## src/rtl/rr_arb_pkg.sv

```systemverilog
// rtl/rr_arb_pkg.sv - shared sizes, FSM state encoding and index helper for the 8-way round-robin arbiter
package rr_arb_pkg;

    localparam int N_REQ = 8;
    localparam int IDX_W = 3;

    typedef enum logic [1:0] {
        IDLE    = 2'b00,
        GRANT   = 2'b01,
        RELEASE = 2'b10
    } arb_state_t;

    // Next requester index after idx, wrapping 7 -> 0 through the natural 3-bit overflow.
    function automatic logic [IDX_W-1:0] next_idx(input logic [IDX_W-1:0] idx);
        return idx + 1'b1;
    endfunction

endpackage

```

## src/rtl/decoder3x8.sv

```systemverilog
// rtl/decoder3x8.sv - 3-bit binary index to 8-bit one-hot decoder
module decoder3x8 (
    input  logic [2:0] addr,
    output logic [7:0] onehot
);

    always_comb begin
        onehot = 8'b0000_0001 << addr;
    end

endmodule

```

## src/rtl/rr_arbiter8.sv

```systemverilog
// rtl/rr_arbiter8.sv - 8-way round-robin arbiter with one-cycle release gap; RR_ARB_TIMEOUT_EN adds a MAX_HOLD forced release
module rr_arbiter8
    import rr_arb_pkg::*;
#(
    parameter int MAX_HOLD = 15
) (
    input  logic             clk,
    input  logic             rst_n,
    input  logic [N_REQ-1:0] req,
    input  logic             done,
    output logic [N_REQ-1:0] grant,
    output logic [IDX_W-1:0] grant_addr,
    output logic             grant_valid,
    output logic             timeout
);

    if (MAX_HOLD < 1 || MAX_HOLD > 255) begin : g_max_hold_range
        $error("rr_arbiter8: MAX_HOLD must be within 1..255");
    end

    arb_state_t       state;
    logic [IDX_W-1:0] ptr;
    logic [N_REQ-1:0] req_rot;
    logic [IDX_W-1:0] pick_off;
    logic [IDX_W-1:0] pick_idx;
    logic             pick_found;
    logic             natural_release;
    logic [N_REQ-1:0] addr_onehot;

    // Rotate so that bit 0 is the requester at ptr; the lowest set bit is then the winner.
    always_comb begin
        req_rot  = N_REQ'({req, req} >> ptr);
        pick_off = '0;
        for (int k = N_REQ - 1; k >= 0; k--) begin
            if (req_rot[k]) begin
                pick_off = k[IDX_W-1:0];
            end
        end
    end

    assign pick_idx        = ptr + pick_off;
    assign pick_found      = |req;
    assign natural_release = done || !req[grant_addr];

`ifdef RR_ARB_TIMEOUT_EN
    localparam logic [7:0] HOLD_LAST = 8'(MAX_HOLD - 1);

    logic [7:0] hold_cnt;
    logic       timeout_q;
    logic       hold_expired;

    // hold_cnt counts completed GRANT cycles, so the current cycle is number hold_cnt+1.
    assign hold_expired = (hold_cnt == HOLD_LAST);
    assign timeout      = timeout_q;
`else
    assign timeout = 1'b0;
`endif

    always_ff @(posedge clk or negedge rst_n) begin
        if (!rst_n) begin
            state       <= IDLE;
            ptr         <= '0;
            grant_addr  <= '0;
            grant_valid <= 1'b0;
`ifdef RR_ARB_TIMEOUT_EN
            hold_cnt    <= '0;
            timeout_q   <= 1'b0;
`endif
        end else begin
`ifdef RR_ARB_TIMEOUT_EN
            timeout_q <= 1'b0;
`endif
            case (state)
                IDLE: begin
                    if (pick_found) begin
                        state       <= GRANT;
                        grant_addr  <= pick_idx;
                        grant_valid <= 1'b1;
`ifdef RR_ARB_TIMEOUT_EN
                        hold_cnt    <= '0;
`endif
                    end
                end

                GRANT: begin
                    if (natural_release) begin
                        state       <= RELEASE;
                        grant_valid <= 1'b0;
                        ptr         <= next_idx(grant_addr);
`ifdef RR_ARB_TIMEOUT_EN
                    end else if (hold_expired) begin
                        state       <= RELEASE;
                        grant_valid <= 1'b0;
                        ptr         <= next_idx(grant_addr);
                        timeout_q   <= 1'b1;
                    end else begin
                        hold_cnt    <= hold_cnt + 8'd1;
`endif
                    end
                end

                RELEASE: begin
                    state <= IDLE;
                end

                default: begin
                    state       <= IDLE;
                    grant_valid <= 1'b0;
                end
            endcase
        end
    end

    decoder3x8 u_decoder (
        .addr   (grant_addr),
        .onehot (addr_onehot)
    );

    assign grant = addr_onehot & {N_REQ{grant_valid}};

endmodule
```

## config.mk

```make
export PLATFORM = sky130hd
export DESIGN_NAME = rr_arbiter8
export DESIGN_NICKNAME = d
export VERILOG_FILES = /design/src/rtl/rr_arb_pkg.sv /design/src/rtl/decoder3x8.sv /design/src/rtl/rr_arbiter8.sv
export SDC_FILE = /design/constraint.sdc
export NUM_CORES = 1
export LEC_CHECK = 0
export BUFFER_PORTS_ARGS = -buffer_cell sky130_fd_sc_hd__buf_2
export CORE_MARGIN = 2
export CORE_UTILIZATION = 50
export CTS_BUF_LIST = sky130_fd_sc_hd__clkbuf_8
export CTS_CLUSTER_SIZE = 24
export DETAILED_ROUTE_END_ITERATION = 16
export PLACE_DENSITY = 0.77
export SYNTH_ARGS = -nofsm -noshare
export SYNTH_HDL_FRONTEND = slang
export SYNTH_SLANG_ARGS = --single-unit
```

## constraint.sdc

```tcl
create_clock -name clk -period 3.2 [get_ports clk]
set_clock_uncertainty 0.2 [all_clocks]
set_input_delay 0.64 -clock clk [delete_from_list [all_inputs] [get_ports clk]]
set_output_delay 0.64 -clock clk [all_outputs]
set_load 0.02 [all_outputs]
```

* After elaboration in Yosys (flattened, before gate mapping) *
Cells that the tools add are included.
Widths: inputs -> output; s select.

operators by class
  $add $sub $neg = 2
  $lt $le $gt $ge = 1
  equality and inequality tests = 4
  shift-type cells = 2
  multiplexer cells = 16
  bitwise operators = 2
  reductions and logical operators = 8

operators by type and width
  operator             number
  $mux 3               8
  $shr 16x3->8         1
  $and 8x8->8          1
  $reduce_or 8->1      1
  $shl 1x3->8 const A  1
  $reduce_and 2->1     3
  $lt 3x4->1 const B   1
  $mux 2               2
  $ne 2x2->1 const B   2
  $pmux 2 s2           1
  $add 3x1->3 const B  1
  $add 3x3->3          1
  $bmux 1 s3           1
  $mux 1               3
  $pmux 1 s3           1
  $reduce_and 3->1     1
  $eq 2x1->1 const B   1
  $eq 2x2->1 const B   1
  $logic_not 2->1      1
  $logic_not 1->1      1
  $logic_or 1x1->1     1
  $not 1->1            1

storage, ports and cells
  register bits after elaboration = 9
  input port bits = 11
  output and inout bits = 13
  logic and storage cells = 39

* Longest topological paths before layout *
Gate-level depths: netlist of the first run.

  depth in word-level cells = 10
  mapped depth = 13
  depth with buffers taken out = 12

* Modules after synthesis *
Synthesis of the first run repeated with hierarchy kept, for this count alone.

second synthesis, totals
  cells, all modules = 126
  area, all modules = 1143.6 sq um

modules (own cells, without submodules)
  module       instances  cells each  area an instance (sq um)
  rr_arbiter8  1          118         1078.5
  decoder3x8   1          8           65.1

* Worst setup path before layout of the first run *
No wires, ideal clock.

  kind = input -> register
  from = input port req[6]
  to = register grant_addr[2]
  data arrival time = 2.906 ns
  slack = -0.050 ns
  stages = 11
  cells stage by stage = clkbuf_1 -> nor2b_1 -> a211oi_1 -> nand3_1 -> o311ai_0 -> a21oi_1 -> fa_1 -> xnor2_1 -> and3b_1 -> a222oi_1 -> o311ai_1

on the way
  longest elaborated chain between the ends = 10
  elaborated cells on any way between the ends = 12
  classes of those cells = add/sub (1); shift (1); mux (8); reduce/logical (2)

RTL lines
  item                    RTL line           text
  start: declaration      rr_arbiter8.sv:9   input logic [N_REQ-1:0] req,
  $shr 16x3->8            rr_arbiter8.sv:32  req_rot = N_REQ'({req, req} >> ptr);
  $mux 3 (8 in a row)     rr_arbiter8.sv:35  if (req_rot[k]) begin
  $add 3x3->3             rr_arbiter8.sv:41  assign pick_idx = ptr + pick_off;
  end signal: assignment  rr_arbiter8.sv:77  grant_addr <= pick_idx;
  end: declaration        rr_arbiter8.sv:12  output logic [IDX_W-1:0] grant_addr,

Parallel ways exist; a longest one is shown, timed or not.
A chain may end at the register's enable or synchronous reset.

* Worst setup path after layout of the first run *
  from = input port req[2]
  to = register grant_addr[2]

The elaborated chain is that of the path after synthesis.

==> results of run 1 <==
[flip-flops by register name, indices dropped and copies added (netlist names)]
signal       cells
grant_addr       3
grant_valid      1
ptr              3
state            2
[cell type report]
class,count,area (sq um)
Multi-Input combinational cell,94,815
Timing Repair Buffer,36,215
Sequential cell,9,226
Fill cell,202,783
Inverter,13,48.8
Clock buffer,3,41.3
Tap cell,28,35.0
Clock inverter,1,5.00
[metal layers]
| metal | share of wire | vias up | routed length, um |
|---|---|---|---|
| met1 | 0.43 | 525 | 1210 |
| li1 | - | 528 | - |
| met5 | 0 | - | 0 |
| met2 | 0.52 | 43 | 1460 |
| met3 | 0.041 | 4 | 115 |
| met4 | 0.013 | 0 | 37 |
[per-stage QoR]
stage,TNS (ns),hold slack [ns],util,area [sq um]
2_1_floorplan,0,0.144,-,1120
3_3_place_gp,-0.00481,0.296,0.610,1320
3_5_place_dp,-0.0936,0.297,0.610,1320
4_1_cts,0,0.0430,0.631,1370
5_1_grt,0,0.0584,0.639,1390
6_report,0,0.0436,0.639,1390
[synthesized netlist by cell type, types with 2 or more instances]
library cell / count / area [sq um]
and3_1: 4 / 25.0
nand3_1: 2 / 10.0
and2_1: 5 / 31.3
nand2_1: 9 / 33.8
nor2b_1: 2 / 12.5
mux2_2: 3 / 33.8
clkbuf_1: 4 / 15.0
nor2_1: 2 / 7.51
mux4_2: 3 / 67.6
nor3_1: 3 / 15.0
nand2b_1: 5 / 31.3
inv_1: 13 / 48.8
o21ai_0: 5 / 25.0
o221ai_1: 2 / 17.5
mux2i_1: 4 / 40.0
a211o_1: 2 / 17.5
dfrtp_1: 9 / 225
mux4_1: 3 / 78.8
buf_2: 3 / 15.0
ha_1: 7 / 87.6
o21a_1: 2 / 15.0
a21oi_1: 8 / 40.0
[power groups by stage]
stage          clock (mW)  sequential (mW)  combinational [mW]
2_1_floorplan           0            0.260               0.596
3_3_place_gp            0            0.268               0.803
3_5_place_dp            0            0.273               0.842
4_1_cts             0.135            0.272               0.846
5_1_grt             0.142            0.287               0.955
6_report            0.132            0.276               0.858
[logic make-up (layout without fill, tap and decap cells)]
group | Yosys count | in the layout | share of synthesized area
AND/OR/NAND/NOR | 39 | 39 | 0.197
AO/OA/AOI/OAI | 32 | 32 | 0.208
buffers and inverters | 23 | 53 | 0.0905
multiplexers | 13 | 13 | 0.197
flip-flops | 9 | 9 | 0.201
adder cells (fa/ha/maj) | 8 | 8 | 0.0961
other | 1 | 1 | 0.00335
XOR/XNOR | 1 | 1 | 0.00782
[worst max-delay path, stage by stage]
cell      delay (ns)
buf_2           0.13
inv_1           0.08
o21a_1          0.17
mux4_2          0.50
o221ai_2        0.18
nand2_1         0.08
ha_1            0.18
inv_1           0.07
fa_1            0.18
xnor2_1         0.09
and3b_1         0.18
a222oi_1        0.29
o311ai_1        0.15
[final timing paths]
kind,to,slack (ns)
worst max-delay path,grant_addr[2],0.17
worst min-delay path,state[0],0.04
worst max register to register,grant_addr[2],0.25
worst min register to register,state[0],0.39
max in group asynchronous,ptr[0],2.57
min in group clk,state[0],0.39
==> out/metrics.csv, run 1 <==
stage,metric,value,unit
outcome,status,"complete, no violations",
placed_design,dpl_worst_slack,-0.0936,ns
detailed_routing,drc,0,
cells_and_area,final_cell_mix,"buf_2 (22), buf_4 (14), inv_1 (13)",
timing,setup_ws,0.166,ns
global_route,gr-usage-met1,0.287,
timing,fin_crit,3.03,ns
logic_synthesis,synth.distinct_cells,48,
clocking,hold_buffers,0,
detailed_routing,vias,1100,
cells_and_area,final_cells,184,
worst_setup_path,arrival,2.93,ns
global_route,grt_max_degree,12,
clocking,clock_latency,0.24,ns
logic_synthesis,synth_flop_cell,dfrtp_1,
placed_design,dp_hpwl,2280,um
global_route,busiest_layer,met2,
die,die_area,2630,sq um
pwr,internal-power,672,uW
worst_setup_path,critPathKind,primary input to flip-flop,
pwr,power.total,1.27,mW
placed_design,io_buffers,22,
logic_synthesis,syn_inst,126,
logic_synthesis,postSynthAreaPerCell,8.89,sq um
clocking,cts_setup_buffers,0,
pwr,p_sw,594,uW
worst_setup_path,timing.rr.start,ptr[0],
die,core_area,2170,sq um
worst_setup_path,reg2reg_depth,11,
detailed_routing,drt-initial-drc-count,20,
timing,setup_viol,0,
pwr,p_sw_frac,0.469,
clocking,h-tree-depth,1,
flow_run,max-cap-violations,0,
die,boundaryPins,24,
pwr,ir_worst_vdd,472,uV
timing,fin_crit_sh,0.948,
pwr,p_clk_frac,0.104,
placed_design,globalplace.congestion,0.906,
placed_design,dp.cells,180,
clocking,cts.sinks,9,
clocking,post_cts_resize_count,0,
logic_synthesis,async_flop_share,1.00,
die,start_util,0.516,
detailed_routing,routedWlPerCell,15.4,um
global_route,grt-ovfl-total,0,
detailed_routing,avgViaCountPerCell,5.98,
die,die_h,51.3,um
logic_synthesis,syn-num-nets,145,
timing,hold_viol,0,
clocking,clkTransAtPathRegs,0.05,ns
min_path,hp-class,primary input to async pin,
pwr,p_leak,0.676,nW
worst_setup_path,start_kind,primary input,
detailed_routing,drt-total-wl,2830,um
global_route,met3_usage,0.0175,
cells_and_area,antenna_cells,0,
global_route,antenna_found_initial,0,
global_route,grt_pass1_vias,1078,
clocking,cts_inserted_buffers,3,
cells_and_area,layout_commonest_cell,buf_2,
logic_synthesis,synth_seq_cells,9,
worst_setup_path,critPathCaptureType,flip-flop,
pwr,comb_power_share,0.678,
logic_synthesis,netlist_area,1120,sq um
detailed_routing,drtAntennaViolNets,0,
logic_synthesis,ys_seq_area_frac,0.201,
die,die_w,51.3,um
pwr,seq_power_share,0.218,
clocking,cts_max_path_buffers,2,
global_route,grt.met2_usage,0.455,
timing,maxSlewViolCount,0,
timing,rsz0062_at_grt,false,
worst_setup_path,cp_max_fo,5,
logic_synthesis,synth_edf_count,0,
worst_setup_path,startpoint,req[2],
cells_and_area,syn2layout_area_growth,23.8,%
timing,fmax,330,MHz
logic_synthesis,yosys_warnings,0,
clocking,cts_tree,yes,
clocking,cts-root-buf,clkbuf_8,
cells_and_area,drive_gt1_frac,0.340,
global_route,grt_pass1_wl,4870,um
worst_setup_path,critPathRequiredTime,3.09,ns
global_route,grtUsageTotal,0.248,
die,core.rowCount,17,
cells_and_area,fin_nets,176,
detailed_routing,drtPass1Iterations,4,
pwr,power_density,913,nW/um^2
No activity file was read; power rests on OpenSTA's default activity.
==> run 2: changes to the inputs <==
- REMOVE_ABC_BUFFERS: not set -> 1
- TNS_END_PERCENT: not set -> 1
==> run 2 against run 1 <==
  * Clock power is 4% lower
  * Sequential power rose by 1%
  * Global-route usage fell by 1.7 points
  * Via count grew 1.1%
  * Setup slack worse by 0.065 ns
  * Maximum frequency is 2.1% lower
  * Critical path depth unchanged
  * Register-to-register slack got worse by 0.08 ns
  * Cell area increased by 1.7%
  * Sequential cell count is the same
==> out/metrics.csv, run 2 (synthesis results as in run 1) <==
stage,metric,value,unit,change
detailed_routing,drtAntennaViolNets,0,,unchanged
global_route,grt_max_degree,12,,unchanged
min_path,hp-class,primary input to async pin,,unchanged
placed_design,dpl_worst_slack,-0.193,ns,was -0.0936 ns
cells_and_area,fin_nets,178,,was 176
cells_and_area,finalInstanceArea,1410,sq um,was 1390 sq um
detailed_routing,drt-met1-wl,1100,um,was 1210 um
worst_setup_path,critPathRequiredTime,3.09,ns,about the same
worst_setup_path,path_buf_inv,3,,unchanged
clocking,cts.sinks,9,,unchanged
placed_design,place_area,1330,sq um,was 1320 sq um
cells_and_area,antenna_cells,0,,unchanged
cells_and_area,drive_gt1_frac,0.354,,was 0.340
detailed_routing,vias,1112,,"was 1,100"
clocking,h-tree-depth,1,,unchanged
worst_setup_path,start_kind,primary input,,unchanged
outcome,status,"complete, no violations",,unchanged
detailed_routing,wl_met2,1430,um,was 1460 um
detailed_routing,wl_met3,148,um,was 115 um
pwr,ir_worst_vdd,462,uV,was 472 uV
clocking,cts_inserted_buffers,3,,unchanged
die,die_area,2630,sq um,unchanged
clocking,clkTransAtPathRegs,0.04,ns,was 0.05 ns
cells_and_area,reg.largest.list,"grant_addr: 3 flops, ptr: 3 flops, state: 2 flops",,unchanged
worst_setup_path,critPathKind,primary input to flip-flop,,unchanged
flow_run,max-cap-violations,0,,unchanged
placed_design,globalplace.congestion,0.873,,was 0.906
clocking,clock_latency,0.23,ns,was 0.24 ns
worst_setup_path,crit_chain,"buf_6, buf_6, o21a_1, mux4_2, o221ai_2, nand2_1, ha_2, inv_2, fa_2, xnor2_2, and3b_1, a222oi_1, o311ai_1",,"was buf_2, inv_1, o21a_1, mux4_2, o221ai_2, nand2_1, ha_1, inv_1, fa_1, xnor2_1, and3b_1, a222oi_1, o311ai_1"
detailed_routing,drtPass1Iterations,4,,unchanged
timing,hold_viol,0,,unchanged
die,die_h,51.3,um,unchanged
clocking,hold_buffers,0,,unchanged
die,die_w,51.3,um,unchanged
timing,maxSlewViolCount,0,,unchanged
die,start_util,0.516,,unchanged
pwr,p_leak,0.692,nW,was 0.676 nW
detailed_routing,routedWlPerCell,14.6,um,was 15.4 um
die,core.rowCount,17,,unchanged
timing,fin_crit,3.10,ns,was 3.03 ns
die,boundaryPins,24,,unchanged
timing,fmax,323,MHz,was 330 MHz
cells_and_area,final_cell_mix,"buf_2 (20), buf_4 (16), inv_1 (12)",,"was buf_2 (22), buf_4 (14), inv_1 (13)"
timing,fin_crit_sh,0.969,,was 0.948
worst_setup_path,crit_top_cell,buf_6,,was inv_1
cells_and_area,final_core_util,0.650,,was 0.639
placed_design,io_buffers,22,,unchanged
cells_and_area,fillers,193,,was 202
detailed_routing,avgViaCountPerCell,5.98,,about the same
global_route,antenna_found_initial,0,,unchanged
timing,finalSetupTns,0,ns,unchanged
global_route,grt_pass1_vias,993,,"was 1,078"
detailed_routing,top_layer_used,met4,,unchanged
worst_setup_path,cp_max_fo,6,,was 5
pwr,power.total,1.30,mW,was 1.27 mW
worst_setup_path,crit_family,compound AO/OA/AOI/OAI gates,,unchanged
worst_setup_path,cp_slowest_stage_delay,0.51,ns,was 0.50 ns
worst_setup_path,arrival,2.99,ns,was 2.93 ns
global_route,grt-ovfl-total,0,,unchanged
cells_and_area,layout_commonest_cell,buf_2,,unchanged
worst_setup_path,critPathCaptureType,flip-flop,,unchanged
detailed_routing,drt-initial-drc-count,44,,was 20
worst_setup_path,crit_slowest_cell,mux4_2,,unchanged
timing,setup_ws,0.101,ns,was 0.166 ns
clocking,cts_max_path_buffers,2,,unchanged
pwr,power_density,921,nW/um^2,was 913 nW/um^2
global_route,grtUsageTotal,0.231,,was 0.248
global_route,grt_pass1_wl,4510,um,was 4870 um
timing,setup_viol,0,,unchanged
detailed_routing,drt-total-wl,2720,um,was 2830 um
cells_and_area,syn2layout_area_growth,25.9,%,was 23.8%
placed_design,dp_hpwl,2210,um,was 2280 um
detailed_routing,drc,0,,unchanged
clocking,cts_tree,yes,,unchanged
die,core_area,2170,sq um,unchanged
clocking,cts-root-buf,clkbuf_8,,unchanged
timing,rsz0062_at_grt,true,,was false
-- run 2: final cells by class --
class	count	area (sq um)	area share
Clock buffer	3	41.3	0.0293
Clock inverter	1	3.75	0.00266
Inverter	13	48.8	0.0346
Multi-Input combinational cell	94	812	0.576
Sequential cell	9	226	0.161
Tap cell	28	35.0	0.0248
Timing Repair Buffer	38	243	0.172
-- run 2: stage by stage --
stage	hold WS (ns)	std cells
after floorplan	0.144	116
after global placement	0.297	181
after detailed placement	0.300	181
after CTS	0.0497	185
after global routing	0.0645	186
final	0.0532	186
-- run 2: repair_timing --
action | 4_1_cts | 5_1_grt
setup endpoints to repair | 0 | 1
buffers inserted | 0 | 1
gates resized for setup | 0 | 11
-- run 2: worst paths after layout --
check / start / end / slack (ns) / depth (start not counted)
min in group clk: grant_valid / grant_valid / 0.38 / 2
worst min-delay path: rst_n / grant_addr[0] / 0.05 / 1
worst max register to register: ptr[0] / grant_addr[2] / 0.17 / 11
max in group asynchronous: rst_n / ptr[0] / 2.55 / 1
worst max-delay path: req[6] / grant_addr[2] / 0.10 / 13
worst min register to register: grant_valid / grant_valid / 0.38 / 2
-- run 2: routing by layer --
layer | GRT usage | vias to the layer above
met5 | 0 | -
met4 | 0.114 | 0
met3 | 0.0234 | 6
met2 | 0.420 | 51
met1 | 0.268 | 524
li1 | - | 531
-- run 2: report_power, final --
part / leakage, nW / switching [mW] / internal, mW
clock network: 0.0269 / 0.0436 / 0.0834
logic: 0.560 / 0.456 / 0.435
registers: 0.105 / 0.103 / 0.177
==> run 3: changes to the inputs <==
- CORE_UTILIZATION: 50 -> 51
- PLACE_DENSITY: 0.77 -> 0.78
==> run 3 against run 2 <==
  * Core utilization grew 3.9 points
  * Sequential share of layout area grew 0.20 points
  * Sequential power is essentially flat
  * Setup slack gained 0.067 ns
  * Maximum frequency grew 2.2%
  * Critical path depth is the same
  * Wire length grew 9.5%
  * First-iteration DRC count shrank 18%
  * Die area shrank 1.8%
  * Critical endpoint unchanged
==> out/metrics.csv, run 3 (synthesis results as in run 1) <==
stage,metric,value,unit,change
outcome,status,"complete, no violations",,unchanged
cells_and_area,layout_commonest_cell,buf_2,,unchanged
cells_and_area,fillers,172,,was 193
worst_setup_path,crit_family,compound AO/OA/AOI/OAI gates,,unchanged
clocking,cts_tree,yes,,unchanged
worst_setup_path,path_buf_inv,3,,unchanged
worst_setup_path,arrival,2.92,ns,was 2.99 ns
global_route,antenna_found_initial,0,,unchanged
placed_design,globalplace.congestion,0.903,,was 0.873
worst_setup_path,crit_top_cell,inv_1,,was buf_6
detailed_routing,drt-initial-drc-count,36,,was 44
clocking,post_cts_resize_count,0,,unchanged
cells_and_area,reg.largest.list,"grant_addr: 3 flops, ptr: 3 flops, state: 2 flops",,unchanged
timing,setup_viol,0,,unchanged
clocking,cts-root-buf,clkbuf_8,,unchanged
detailed_routing,drc,0,,unchanged
clocking,cts_inserted_buffers,3,,unchanged
pwr,p_clk_frac,0.103,,was 0.098
detailed_routing,drtAntennaViolNets,0,,unchanged
clocking,hold_buffers,0,,unchanged
clocking,cts.sinks,9,,unchanged
placed_design,io_buffers,22,,unchanged
pwr,p_sw_frac,0.473,,was 0.464
pwr,power_density,914,nW/um^2,was 921 nW/um^2
clocking,cts_setup_buffers,0,,unchanged
global_route,grt_max_degree,12,,unchanged
worst_setup_path,critPathRequiredTime,3.09,ns,about the same
min_path,hp-class,primary input to async pin,,unchanged
clocking,clkTransAtPathRegs,0.05,ns,was 0.04 ns
global_route,grt_pass1_vias,1069,,was 993
die,start_util,0.554,,was 0.516
cells_and_area,syn2layout_area_growth,24.4,%,was 25.9%
worst_setup_path,start_kind,primary input,,unchanged
timing,fmax,330,MHz,was 323 MHz
detailed_routing,drtPass1Iterations,4,,unchanged
cells_and_area,fin_nets,179,,was 178
timing,hold_viol,0,,unchanged
pwr,comb_power_share,0.676,,was 0.686
die,die_h,50.9,um,was 51.3 um
detailed_routing,routedWlPerCell,16.0,um,was 14.6 um
placed_design,place_area,1340,sq um,was 1330 sq um
timing,fin_crit_sh,0.948,,was 0.969
pwr,seq_power_share,0.221,,was 0.216
timing,rsz0062_at_grt,false,,was true
cells_and_area,multi_input_area,801,sq um,was 812 sq um
detailed_routing,drt-total-wl,2980,um,was 2720 um
timing,fin_crit,3.03,ns,was 3.10 ns
die,die_area,2590,sq um,was 2630 sq um
worst_setup_path,cp_max_fo,4,,was 6
clocking,cts_max_path_buffers,2,,unchanged
clocking,h-tree-depth,1,,unchanged
pwr,p_sw,601,uW,was 603 uW
flow_run,max-cap-violations,0,,unchanged
cells_and_area,ff_latch_area,226,sq um,unchanged
global_route,grtUsageTotal,0.259,,was 0.231
timing,maxSlewViolCount,0,,unchanged
die,boundaryPins,24,,unchanged
clocking,clock_latency,0.24,ns,was 0.23 ns
die,die_w,50.9,um,was 51.3 um
cells_and_area,drive_gt1_frac,0.333,,was 0.354
worst_setup_path,critPathKind,primary input to flip-flop,,unchanged
worst_setup_path,cp_slowest_stage_delay,0.50,ns,was 0.51 ns
cells_and_area,finalInstanceArea,1390,sq um,was 1410 sq um
global_route,grt_pass1_wl,4910,um,was 4510 um
worst_setup_path,critPathCaptureType,flip-flop,,unchanged
worst_setup_path,crit_slowest_cell,mux4_2,,unchanged
global_route,grt-ovfl-total,0,,unchanged
worst_setup_path,crit_chain,"buf_2, inv_1, o21a_1, mux4_2, o221ai_1, nand2_1, ha_1, inv_1, fa_1, xnor2_1, and3b_1, a222oi_1, o311ai_1",,"was buf_6, buf_6, o21a_1, mux4_2, o221ai_2, nand2_1, ha_2, inv_2, fa_2, xnor2_2, and3b_1, a222oi_1, o311ai_1"
cells_and_area,antenna_cells,0,,unchanged
pwr,p_leak,0.693,nW,was 0.692 nW
detailed_routing,vias,1116,,"was 1,112"
pwr,internal-power,671,uW,was 696 uW
placed_design,dp_hpwl,2370,um,was 2210 um
detailed_routing,avgViaCountPerCell,6.00,,was 5.98
die,core_area,2020,sq um,was 2170 sq um
cells_and_area,final_cell_mix,"buf_2 (22), buf_4 (17), inv_1 (14)",,"was buf_2 (20), buf_4 (16), inv_1 (12)"
pwr,ir_worst_vdd,490,uV,was 462 uV
die,core.rowCount,16,,was 17
cells_and_area,final_core_util,0.689,,was 0.650
-- run 3: cell types whose count changed in the layout (fill, tap and decap cells not counted), sizes merged --
cell	change
buf	+1
-- run 3: area by class of cell --
class                   instances  share of cell area
multi-input cells              94               0.575
repair buffers                 39               0.171
flip-flops and latches          9               0.163
inverters                      13              0.0350
clock buffers                   3              0.0296
well taps                      27              0.0243
clock inverters                 1             0.00270
-- run 3: per-stage QoR --
step	total power, mW	std cells	hold WS, ns	TNS, ns	setup WS [ns]
floorplan	0.824	116	0.144	0	0.108
global placement	1.09	182	0.296	0	0.0221
detailed placement	1.13	182	0.301	-0.0947	-0.0947
CTS	1.27	186	0.0492	0	0.0570
global route	1.38	186	0.0549	0	0.0221
finish	1.27	186	0.0481	0	0.168
-- run 3: final timing paths --
kind / startpoint / endpoint / slack, ns / cells past startpoint
setup / recovery: req[2] / grant_addr[2] / 0.17 / 13
setup reg to reg: ptr[0] / grant_addr[2] / 0.18 / 11
min in group clk: grant_valid / grant_valid / 0.39 / 2
hold / removal: rst_n / state[0] / 0.05 / 1
max in group asynchronous: rst_n / ptr[0] / 2.56 / 1
hold reg to reg: grant_valid / grant_valid / 0.39 / 2
-- run 3: power by group through the flow --
stage | clock network (mW) | registers (mW) | logic, mW
6_report | 0.131 | 0.281 | 0.860
5_1_grt | 0.140 | 0.291 | 0.953
4_1_cts | 0.134 | 0.276 | 0.856
3_5_place_dp | 0 | 0.277 | 0.850
3_3_place_gp | 0 | 0.272 | 0.821
2_1_floorplan | 0 | 0.305 | 0.519
-- run 3: routing by layer --
layer,track usage,vias to the layer above,part of all wire
met2,0.430,40,0.49
met3,0.0585,6,0.043
met5,0,-,0
li1,-,531,-
met4,0.0856,0,0.012
met1,0.334,539,0.46
